<file path="src/rtl/vga_timing_generator.sv">
// VGA raster timing: nested h/v counters with registered sync/video/strobe decode; optional VGA_TIMING_FRAMECOUNT_EN adds a 16-bit frame counter.
// Decoded outputs share the counter register stage; Enable low freezes every register.
module vga_timing_generator #(
    parameter int   H_ACTIVE  = 640,
    parameter int   H_FP      = 16,
    parameter int   H_SYNC    = 96,
    parameter int   H_BP      = 48,
    parameter int   V_ACTIVE  = 480,
    parameter int   V_FP      = 10,
    parameter int   V_SYNC    = 2,
    parameter int   V_BP      = 33,
    parameter logic HSYNC_POL = 1'b0,
    parameter logic VSYNC_POL = 1'b0,
    parameter int   CNT_W     = 12
) (
    input  logic             pixelClk,
    input  logic             rst,
    input  logic             Enable,
    output logic [CNT_W-1:0] hCount,
    output logic [CNT_W-1:0] vCount,
    output logic             hSync,
    output logic             vSync,
    output logic             videoOn,
    output logic             lineEnd,
    output logic             frameEnd
`ifdef VGA_TIMING_FRAMECOUNT_EN
    ,
    output logic [15:0]      frameCount
`endif
);

    localparam int H_TOTAL = H_ACTIVE + H_FP + H_SYNC + H_BP;
    localparam int V_TOTAL = V_ACTIVE + V_FP + V_SYNC + V_BP;

    generate
        if (H_ACTIVE < 1 || H_FP < 1 || H_SYNC < 1 || H_BP < 1 ||
            V_ACTIVE < 1 || V_FP < 1 || V_SYNC < 1 || V_BP < 1 ||
            CNT_W < 1 || CNT_W > 30 ||
            (H_TOTAL - 1) >= (1 << CNT_W) || (V_TOTAL - 1) >= (1 << CNT_W)) begin : g_bad_params
            $fatal(1, "vga_timing_generator: illegal timing parameters for CNT_W");
        end
    endgenerate

    // Every region boundary is below H_TOTAL/V_TOTAL, so all fit in CNT_W bits.
    localparam logic [CNT_W-1:0] H_LAST   = CNT_W'(H_TOTAL - 1);
    localparam logic [CNT_W-1:0] H_VIS    = CNT_W'(H_ACTIVE);
    localparam logic [CNT_W-1:0] HS_START = CNT_W'(H_ACTIVE + H_FP);
    localparam logic [CNT_W-1:0] HS_END   = CNT_W'(H_ACTIVE + H_FP + H_SYNC);
    localparam logic [CNT_W-1:0] V_LAST   = CNT_W'(V_TOTAL - 1);
    localparam logic [CNT_W-1:0] V_VIS    = CNT_W'(V_ACTIVE);
    localparam logic [CNT_W-1:0] VS_START = CNT_W'(V_ACTIVE + V_FP);
    localparam logic [CNT_W-1:0] VS_END   = CNT_W'(V_ACTIVE + V_FP + V_SYNC);

    logic [CNT_W-1:0] hcnt_q, hcnt_d;
    logic [CNT_W-1:0] vcnt_q, vcnt_d;
    logic             hsync_q, hsync_d;
    logic             vsync_q, vsync_d;
    logic             video_q, video_d;
    logic             line_end_q, line_end_d;
    logic             frame_end_q, frame_end_d;

    // Decode from the next count so outputs land in the same register stage as the counters.
    always_comb begin
        hcnt_d = hcnt_q;
        vcnt_d = vcnt_q;
        if (Enable) begin
            if (hcnt_q == H_LAST) begin
                hcnt_d = '0;
                vcnt_d = (vcnt_q == V_LAST) ? '0 : vcnt_q + 1'b1;
            end else begin
                hcnt_d = hcnt_q + 1'b1;
            end
        end
        hsync_d     = (hcnt_d >= HS_START && hcnt_d < HS_END) ? HSYNC_POL : ~HSYNC_POL;
        vsync_d     = (vcnt_d >= VS_START && vcnt_d < VS_END) ? VSYNC_POL : ~VSYNC_POL;
        video_d     = (hcnt_d < H_VIS) && (vcnt_d < V_VIS);
        line_end_d  = (hcnt_d == H_LAST);
        frame_end_d = (hcnt_d == H_LAST) && (vcnt_d == V_LAST);
    end

    always_ff @(posedge pixelClk) begin
        if (rst) begin
            hcnt_q      <= '0;
            vcnt_q      <= '0;
            hsync_q     <= ~HSYNC_POL;
            vsync_q     <= ~VSYNC_POL;
            video_q     <= 1'b1;
            line_end_q  <= 1'b0;
            frame_end_q <= 1'b0;
        end else begin
            hcnt_q      <= hcnt_d;
            vcnt_q      <= vcnt_d;
            hsync_q     <= hsync_d;
            vsync_q     <= vsync_d;
            video_q     <= video_d;
            line_end_q  <= line_end_d;
            frame_end_q <= frame_end_d;
        end
    end

    assign hCount   = hcnt_q;
    assign vCount   = vcnt_q;
    assign hSync    = hsync_q;
    assign vSync    = vsync_q;
    assign videoOn  = video_q;
    assign lineEnd  = line_end_q;
    assign frameEnd = frame_end_q;

`ifdef VGA_TIMING_FRAMECOUNT_EN
    logic [15:0] fcnt_q, fcnt_d;

    // A frame completes when the last position is advanced past.
    always_comb begin
        fcnt_d = fcnt_q;
        if (Enable && frame_end_q) begin
            fcnt_d = fcnt_q + 16'd1;
        end
    end

    always_ff @(posedge pixelClk) begin
        if (rst) begin
            fcnt_q <= '0;
        end else begin
            fcnt_q <= fcnt_d;
        end
    end

    assign frameCount = fcnt_q;
`endif

endmodule
</file>
<file path="config.mk">
export PLATFORM = sky130hd
export DESIGN_NAME = vga_timing_generator
export DESIGN_NICKNAME = d
export VERILOG_FILES = /design/src/rtl/vga_timing_generator.sv
export SDC_FILE = /design/constraint.sdc
export NUM_CORES = 1
export LEC_CHECK = 0
export BUFFER_PORTS_ARGS = -buffer_cell sky130_fd_sc_hd__buf_2
export CORE_MARGIN = 3
export CORE_UTILIZATION = 35
export DETAILED_ROUTE_END_ITERATION = 6
export PLACE_DENSITY_LB_ADDON = 0.2
export SLEW_MARGIN = 25
export SYNTH_ARGS = -nofsm -noshare
export SYNTH_HDL_FRONTEND = slang
export SYNTH_SLANG_ARGS = --single-unit
</file>
<file path="constraint.sdc">
create_clock -name pixelClk -period 2.4 [get_ports pixelClk]
set_clock_uncertainty 0.05 [all_clocks]
set_input_delay 0.24 -clock pixelClk [delete_from_list [all_inputs] [get_ports pixelClk]]
set_output_delay 0.24 -clock pixelClk [all_outputs]
set_load 0.02 [all_outputs]
</file>
* After elaboration in Yosys (flattened, before gate mapping)
Cells that the tools add are included.
W data, S select, Z words.
** Operators by class
- $add $sub $neg :: 2
- Multiply operators :: 0
- Divide/modulo/power cells :: 0
- $lt $le $gt $ge :: 6
- Eq/ne operators :: 4
- Shift-type cells :: 0
- Multiplexer cells :: 7
- Bitwise logic cells :: 0
- Reductions and logical operators :: 4
** Operator list (number)
- $mux W12 :: 5
- $eq A12 B10 Y1 const B :: 4
- $add A12 B1 Y12 const B :: 2
- $lt A12 B10 Y1 const B :: 2
- $lt A12 B9 Y1 const B :: 2
- $ge A12 B10 Y1 const B :: 1
- $ge A12 B9 Y1 const B :: 1
- $logic_and A1 B1 Y1 :: 4
- $mux W1 :: 2
** Storage, ports and cells
- Flip-flop bits (word level) :: 29
- Latch bits :: 0
- RAM bits :: 0
- ROM bits :: 0
- Input bits :: 3
- Output and inout port bits :: 29
- Word-level logic and storage cells :: 30
- Memories kept :: 0

* Depth between registers and ports, before layout
Gate-level depths: netlist (run 1).
- Depth after elaboration :: 7
- Depth in mapped cells :: 10
- Depth with buffers taken out :: 8

* Worst setup path after synthesis (run 1)
No wires, ideal clock.
- Path type :: reg2reg
- Start point :: register hcnt_q[0], in the netlist hCount[0]
- End point :: register video_q, in the netlist videoOn
- Library setup time :: 0.116 ns
- Arrival :: 2.574 ns
- Data required time :: 2.234 ns
- Path slack :: -0.341 ns
- Cell stages (with the launch flop) :: 8
- Path buffers :: 0
- Period minus slack after synthesis :: 2.741 ns
- Cell sequence :: dfxtp_1 > ha_1 > nand3_1 > nor4_4 > nand3_1 > xor2_1 > or4_1 > a41o_1
** On the way
- Word-level cells in the longest chain between the ends :: 5
- Elaborated cells on any way between the ends :: 9
- Classes of those cells :: add/sub: 1; order compare: 2; eq/ne: 1; mux: 4; reduce/logical: 1
** Ends and longest elaborated chain
- from (decl) :: RTL line 54 : logic [CNT_W-1:0] hcnt_q, hcnt_d;
- from (signal assigned) :: RTL line 91 : hcnt_q <= hcnt_d;
- $add A12 B1 Y12 / $eq A12 B10 Y1 (equally long branches) :: RTL line 71, 67
- $mux W12 :: RTL line 67 : if (hcnt_q == H_LAST) begin
- $mux W12 :: RTL line 66 : if (Enable) begin
- $lt A12 B10 Y1 / $lt A12 B9 Y1 (equally long branches) :: RTL line 76 : video_d = (hcnt_d < H_VIS) && (vcnt_d < V_VIS);
- $logic_and A1 B1 Y1 (*) :: RTL line 76
- to (signal assigned) :: RTL line 95 : video_q <= video_d;
- to (decl) :: RTL line 58 : logic video_q, video_d;
Every way passes the cells marked *; elsewhere a longest branch is shown, timed or not.
A chain may end at the register's enable or synchronous reset.

* Final worst setup path (run 1)
- Start point :: register hcnt_q[11], in the netlist hCount[11]
- End point :: register video_q, in the netlist videoOn
The elaborated chain is that of the path after synthesis.

==> results of run 1 <==
layout by cell type, fill, tap and decap left out, types with 7 or more instances in the layout:
| cell type | count |
|---|---|
| buf_4 | 45 |
| buf_2 | 31 |
| dfxtp_1 | 24 |
| nor2_1 | 22 |
| nand2_1 | 12 |
| nor3_1 | 10 |
| inv_1 | 8 |
| xnor2_1 | 7 |
| nand3_1 | 7 |
per-layer routing:
metal	vias up	track usage	part of all wire
met4	0	0.06522	0.010
met5	-	0	0
met2	36	0.2602	0.43
li1	892	-	-
met3	4	0.04406	0.040
met1	838	0.2726	0.52
path summary, 6_finish.rpt:
check / startpoint / end / cells after the start
max reg2reg: hCount[11]$_SDFF_PP0_ / videoOn$_SDFF_PP1_ / 6
min: Enable / hCount[2]$_SDFF_PP0_ / 4
min reg2reg: hCount[2]$_SDFF_PP0_ / hCount[2]$_SDFF_PP0_ / 2
max: hCount[11]$_SDFF_PP0_ / videoOn$_SDFF_PP1_ / 6
final cells by class:
class | instances | share of cell area
flip-flops and latches | 29 | 0.2501
inverters | 8 | 0.01275
multi-input cells | 155 | 0.4620
clock buffers | 8 | 0.03824
repair buffers | 76 | 0.2092
well taps | 52 | 0.02762
critical path, cell delays in order, from the launching register on:
cell,delay (ns)
dfxtp_4,0.34
or4_4,0.54
or4_4,0.54
nor2_4,0.13
mux2i_2,0.09
or4_1,0.49
a41o_1,0.19
cells by family after synthesis:
group	Yosys count	share of synthesized area
flops	29	0.3494
mux	5	0.03087
fa+ha+maj	3	0.02259
simple gates	102	0.3562
xor+xnor	11	0.05798
compound gates	34	0.1416
buf+inv	18	0.04141
repair_timing:
item	in CTS	in global routing
hold endpoints to repair	0	0
setup buffers	3	0
endpoints found under the setup margin	3	3
pin swaps	6	1
gates resized for setup	4	6
through the flow:
step | worst slack [ns] | power (mW) | instances | hold WS [ns]
global route | -0.1655 | 0.9704 | 328 | 0.3701
floorplan | -0.1531 | 0.5162 | 202 | 0.4578
global placement | -0.07644 | 0.5301 | 317 | 0.5364
finish | -0.07631 | 0.9321 | 328 | 0.3334
detailed placement | -0.1670 | 0.5304 | 317 | 0.5556
CTS | -0.09574 | 0.9405 | 328 | 0.3264
report_power, final:
group          internal, mW  leakage [nW]  total (mW)  switching (mW)
clock network         0.233        0.0455       0.413           0.179
logic                0.0128         0.672      0.0346          0.0218
registers             0.483         0.237       0.485         0.00176
state kept, by name, summed over array words and instances (netlist names):
signal / count
vSync: 1
hCount: 12
videoOn: 1
vCount: 12
hSync: 1
frameEnd: 1
lineEnd: 1
==> impl_metrics.yaml, run 1 <==
run_status:
  status: "finished with violations"
  violations: "setup timing"
global_routing:
  grt_pass1_wl_um: 7928
  grt_max_degree: 26
  antenna_found_initial: 0
  grt_pass1_vias: 1617
  gr-total-overflow: 0
  grt.total_usage: 0.1848
die:
  std_cell_rows: 24
  die_width_um: 74.90
  initial_core_util: 0.3714
  die_h_um: 74.90
  fp.coreArea_um2: 4474
  pin_count: 32
  dieArea_um2: 5610
logic_synthesis:
  syn_inst: 202
  ys_seq_area_frac: 0.3494
  syn-num-nets: 208
  synth_most_common_cell: "dfxtp_1"
  synth.distinct_cells: 44
  ys.flop_type: "dfxtp_1"
  synth_edf_count: 0
  synth_common_cells: "dfxtp_1, nor2_1, nand2_1"
  synth_area_leaders: "dfxtp_1, nor2_1, xnor2_1"
  synth_top_area_cell: "dfxtp_1"
  synthesis.area_um2: 1662
  postSynthAreaPerCell_um2: 8.226
  ys_warn_count: 0
  ys_async_sr_fraction: 0
  synth-seq-cells: 29
  synth_top_area_frac: 0.3494
worst_hold_path:
  hp-class: "input pin to flop"
clock_tree:
  path_clk_slew_ns: 0.06
  clkSinkCount: 29
  cts_tree: "built"
  cts_buffers: 5
  cts_root_buffer: "clkbuf_8"
  cts_buffer_depth: 2
  holdBufCountCts: 0
  ctsHtreeMaxLevel: 2
  insertion_delay_ns: 0.27
sta:
  postLayoutSetupSlackWorst_ns: -0.07631
  finalHoldViolations: 0
  fin_setup_tns_ns: -0.1679
  rsz0062_at_grt: "true"
  max_freq_mhz: 403.8
  worst_pin_slew_ns: 0.4765
  min_period_ns: 2.476
  min_period_over_period: 1.032
  setup_viol: 3
  slew_headroom: 0.6824
  slew_viol_final: 0
place:
  placed_area_um2: 2202
  hpwlAfterDp_um: 3669
  finalWeightedCongestion: 0.8376
  portBuffers: 31
run:
  maxCapViolations: 0
final_layout:
  syn2layout_area_growth_pct: 41.79
  final_design_area_no_fill_um2: 2356
  ff_latch_area_um2: 589.3
  fill_cells: 454
  final_util: 0.5266
  multi_input_comb_area_um2: 1089
  n_antenna_cell: 0
  layout-drive-gt1-share: 0.4022
  fin_nets: 281
drt:
  drc: 0
  vias: 1770
  vias_per_cell: 5.396
  wl_per_cell_um: 14.94
  drt_iter0_markers: 116
  wl_um: 4900
  firstDrtPassIters: 4
  ant_nets: 0
critical_path:
  worstPathMaxFanout: 4
  setup.worst_path.class: "flop to flop"
  arrival_ns: 2.60
  start_kind: "flop"
  worstPathRequired_ns: 2.52
  r2r_setup_slack_ns: -0.08
  cp-end-kind: "flop"
power:
  power_density_nw_per_um2: 395.6
  peakVddDrop_v: 0.0002960
  leakagePower_nw: 0.9541
Note: power is estimated with default switching activity, not from simulation.
==> inputs of run 2 (changes only) <==
--- a/config.mk
+++ b/config.mk
@@ -5,10 +5,11 @@
 export SDC_FILE = /design/constraint.sdc
 export NUM_CORES = 1
 export LEC_CHECK = 0
-export BUFFER_PORTS_ARGS = -buffer_cell sky130_fd_sc_hd__buf_2
 export CORE_MARGIN = 3
 export CORE_UTILIZATION = 35
+export CTS_BUF_LIST = sky130_fd_sc_hd__clkbuf_4
 export DETAILED_ROUTE_END_ITERATION = 6
+export DONT_BUFFER_PORTS = 1
 export PLACE_DENSITY_LB_ADDON = 0.2
 export SLEW_MARGIN = 25
 export SYNTH_ARGS = -nofsm -noshare
==> run 2 against run 1 <==
The run still ends with setup timing left. Cell area fell by 5.6%. Count of clock-buffer cells in the layout did not move. Global-route usage fell by 0.30 points. Sequential share of layout area rose by 1.5 points. Critical path depth did not move. Hold slack got worse by 0.30 ns. Utilization fell by 2.9 points. Maximum frequency fell by 1.3%. Largest cell class unchanged.
==> impl_metrics.yaml, run 2 (same netlist as run 1, synthesis figures left out) <==
die:
  fp.coreArea_um2: 4474
  dieArea_um2: 5610
  die_width_um: 74.90
  die_h_um: 74.90
  initial_core_util: 0.3714
  std_cell_rows: 24
  pin_count: 32
place:
  portBuffers: 0
  finalWeightedCongestion: 0.8395
  hpwlAfterDp_um: 3569
  dp_slack_ns: -0.1376
  dp.cells: 293
sta:
  fin_hold_ws_ns: 0.03815
  min_period_ns: 2.508
  finalHoldViolations: 0
  slew_headroom: 0.3553
  rsz0062_at_grt: "true"
  max_freq_mhz: 398.7
  setup_viol: 3
  postLayoutSetupSlackWorst_ns: -0.1081
  worst_pin_slew_ns: 0.9639
  slew_viol_final: 0
  min_period_over_period: 1.045
critical_path:
  setup.worst_path.class: "flop to flop"
  start_kind: "flop"
  crit_chain: "or4_4 -> or4_4 -> o211ai_1 -> a31oi_1 -> or3b_1 -> nor4_2"
  cp_common_cell: "or4_4"
  path_buf_inv: 0
  arrival_ns: 2.70
  worstPathRequired_ns: 2.59
  max_stage_delay_ns: 0.57
  path_depth: 6
  cp-end-kind: "flop"
  worstPathMaxFanout: 4
  critPathTopFamily: "simple AND/OR/NAND/NOR gates"
  rr_worst_depth: 6
  cp_slowest_cell: "or4_4"
drt:
  vias_per_cell: 5.561
  ant_nets: 0
  wl_um: 4687
  drt_iter0_markers: 121
  firstDrtPassIters: 4
  drc: 0
  wl_per_cell_um: 15.37
  vias: 1696
clock_tree:
  cts_tree: "built"
  clkSinkCount: 29
  cts_root_buffer: "clkbuf_4"
  insertion_delay_ns: 0.33
  cts_buffers: 5
  cts_buffer_depth: 2
  path_clk_slew_ns: 0.09
  ctsHtreeMaxLevel: 2
worst_hold_path:
  whs_path_depth: 2
  hp-class: "input pin to flop"
global_routing:
  grt_max_degree: 26
  gr-total-overflow: 0
  antenna_found_initial: 0
  grt.total_usage: 0.1818
  grt_pass1_wl_um: 7748
  grt_pass1_vias: 1579
final_layout:
  n_antenna_cell: 0
  fin_nets: 258
  syn2layout_area_growth_pct: 33.89
  fin_cells: 305
  layout-drive-gt1-share: 0.3360
  final_cell_mix: "buf_4, dfxtp_1, nor2_1"
  layout_commonest_cell: "buf_4"
power:
  comb_power_share: 0.034
  leakagePower_nw: 0.8359
  p_sw_frac: 0.2253
  pwr-share-seq: 0.584
  clkPwrFrac: 0.383
  power_density_nw_per_um2: 373.1
  netSwitchingPower_mw: 0.1870
  p_int_mw: 0.6429
  peakVddDrop_v: 0.0001903
run:
  maxCapViolations: 0
run_status:
  status: "finished with violations"
  violations: "setup timing"
[run 2: changes by cell type in the layout (fill, tap and decap cells not counted), moves of 2 or more]
cell | before | now
mux2i_1 | 1 | 4
buf_2 | 31 | 0
clkbuf_4 | 0 | 8
clkbuf_1 | 2 | 0
clkbuf_8 | 6 | 0
buf_4 | 45 | 51
mux2i_2 | 3 | 0
[run 2: final timing paths]
check / slack (ns) / to / from
min: 0.04 / hCount[1]$_SDFF_PP0_ / Enable
min reg2reg: 0.57 / vCount[3]$_SDFF_PP0_ / vCount[3]$_SDFF_PP0_
max reg2reg: -0.11 / frameEnd$_SDFF_PP0_ / hCount[7]$_SDFF_PP0_
max: -0.11 / frameEnd$_SDFF_PP0_ / hCount[7]$_SDFF_PP0_
[run 2: metal layers]
metal	global-route usage	vias up	part of all wire
li1	-	844	-
met1	0.2587	785	0.48
met2	0.2592	60	0.42
met3	0.05073	7	0.087
met4	0.06917	0	0.015
met5	0	-	0
[run 2: final cells by class]
| class | count | area (um2) |
|---|---|---|
| fill | 425 | 2250 |
| sequential | 29 | 589.3 |
| clock buffer | 8 | 60.06 |
| timing repair buffer | 53 | 404.1 |
| tap | 52 | 65.06 |
| inverter | 8 | 30.03 |
| multi-input combinational | 155 | 1076 |
[run 2: power by group through the flow]
stage                     clock [mW]  combinational, mW  sequential (mW)
after floorplan                    0             0.0160            0.500
after global placement             0             0.0202            0.495
after detailed placement           0             0.0207            0.496
after CTS                      0.332             0.0287            0.484
after global routing           0.353             0.0317            0.485
final                          0.318             0.0281            0.484
[run 2: stage by stage]
step | utilization | setup TNS, ns | total power [mW] | area (um2)
2_1_floorplan | - | -0.3054 | 0.5162 | 1715
5_1_grt | 0.4972 | -0.6721 | 0.8697 | 2225
6_report | 0.4972 | -0.2863 | 0.8299 | 2225
3_5_place_dp | 0.4692 | -0.2982 | 0.5163 | 2100
4_1_cts | 0.4933 | -0.2769 | 0.8448 | 2207
3_3_place_gp | 0.4692 | -0.1589 | 0.5156 | 2100
[run 2: what timing repair did]
action,4_1_cts,5_1_grt
hold endpoints to repair,25,0
gates resized for setup,5,2
hold buffers,1,0
pin swaps,5,2
buffers inserted,2,1
setup endpoints to repair,3,4
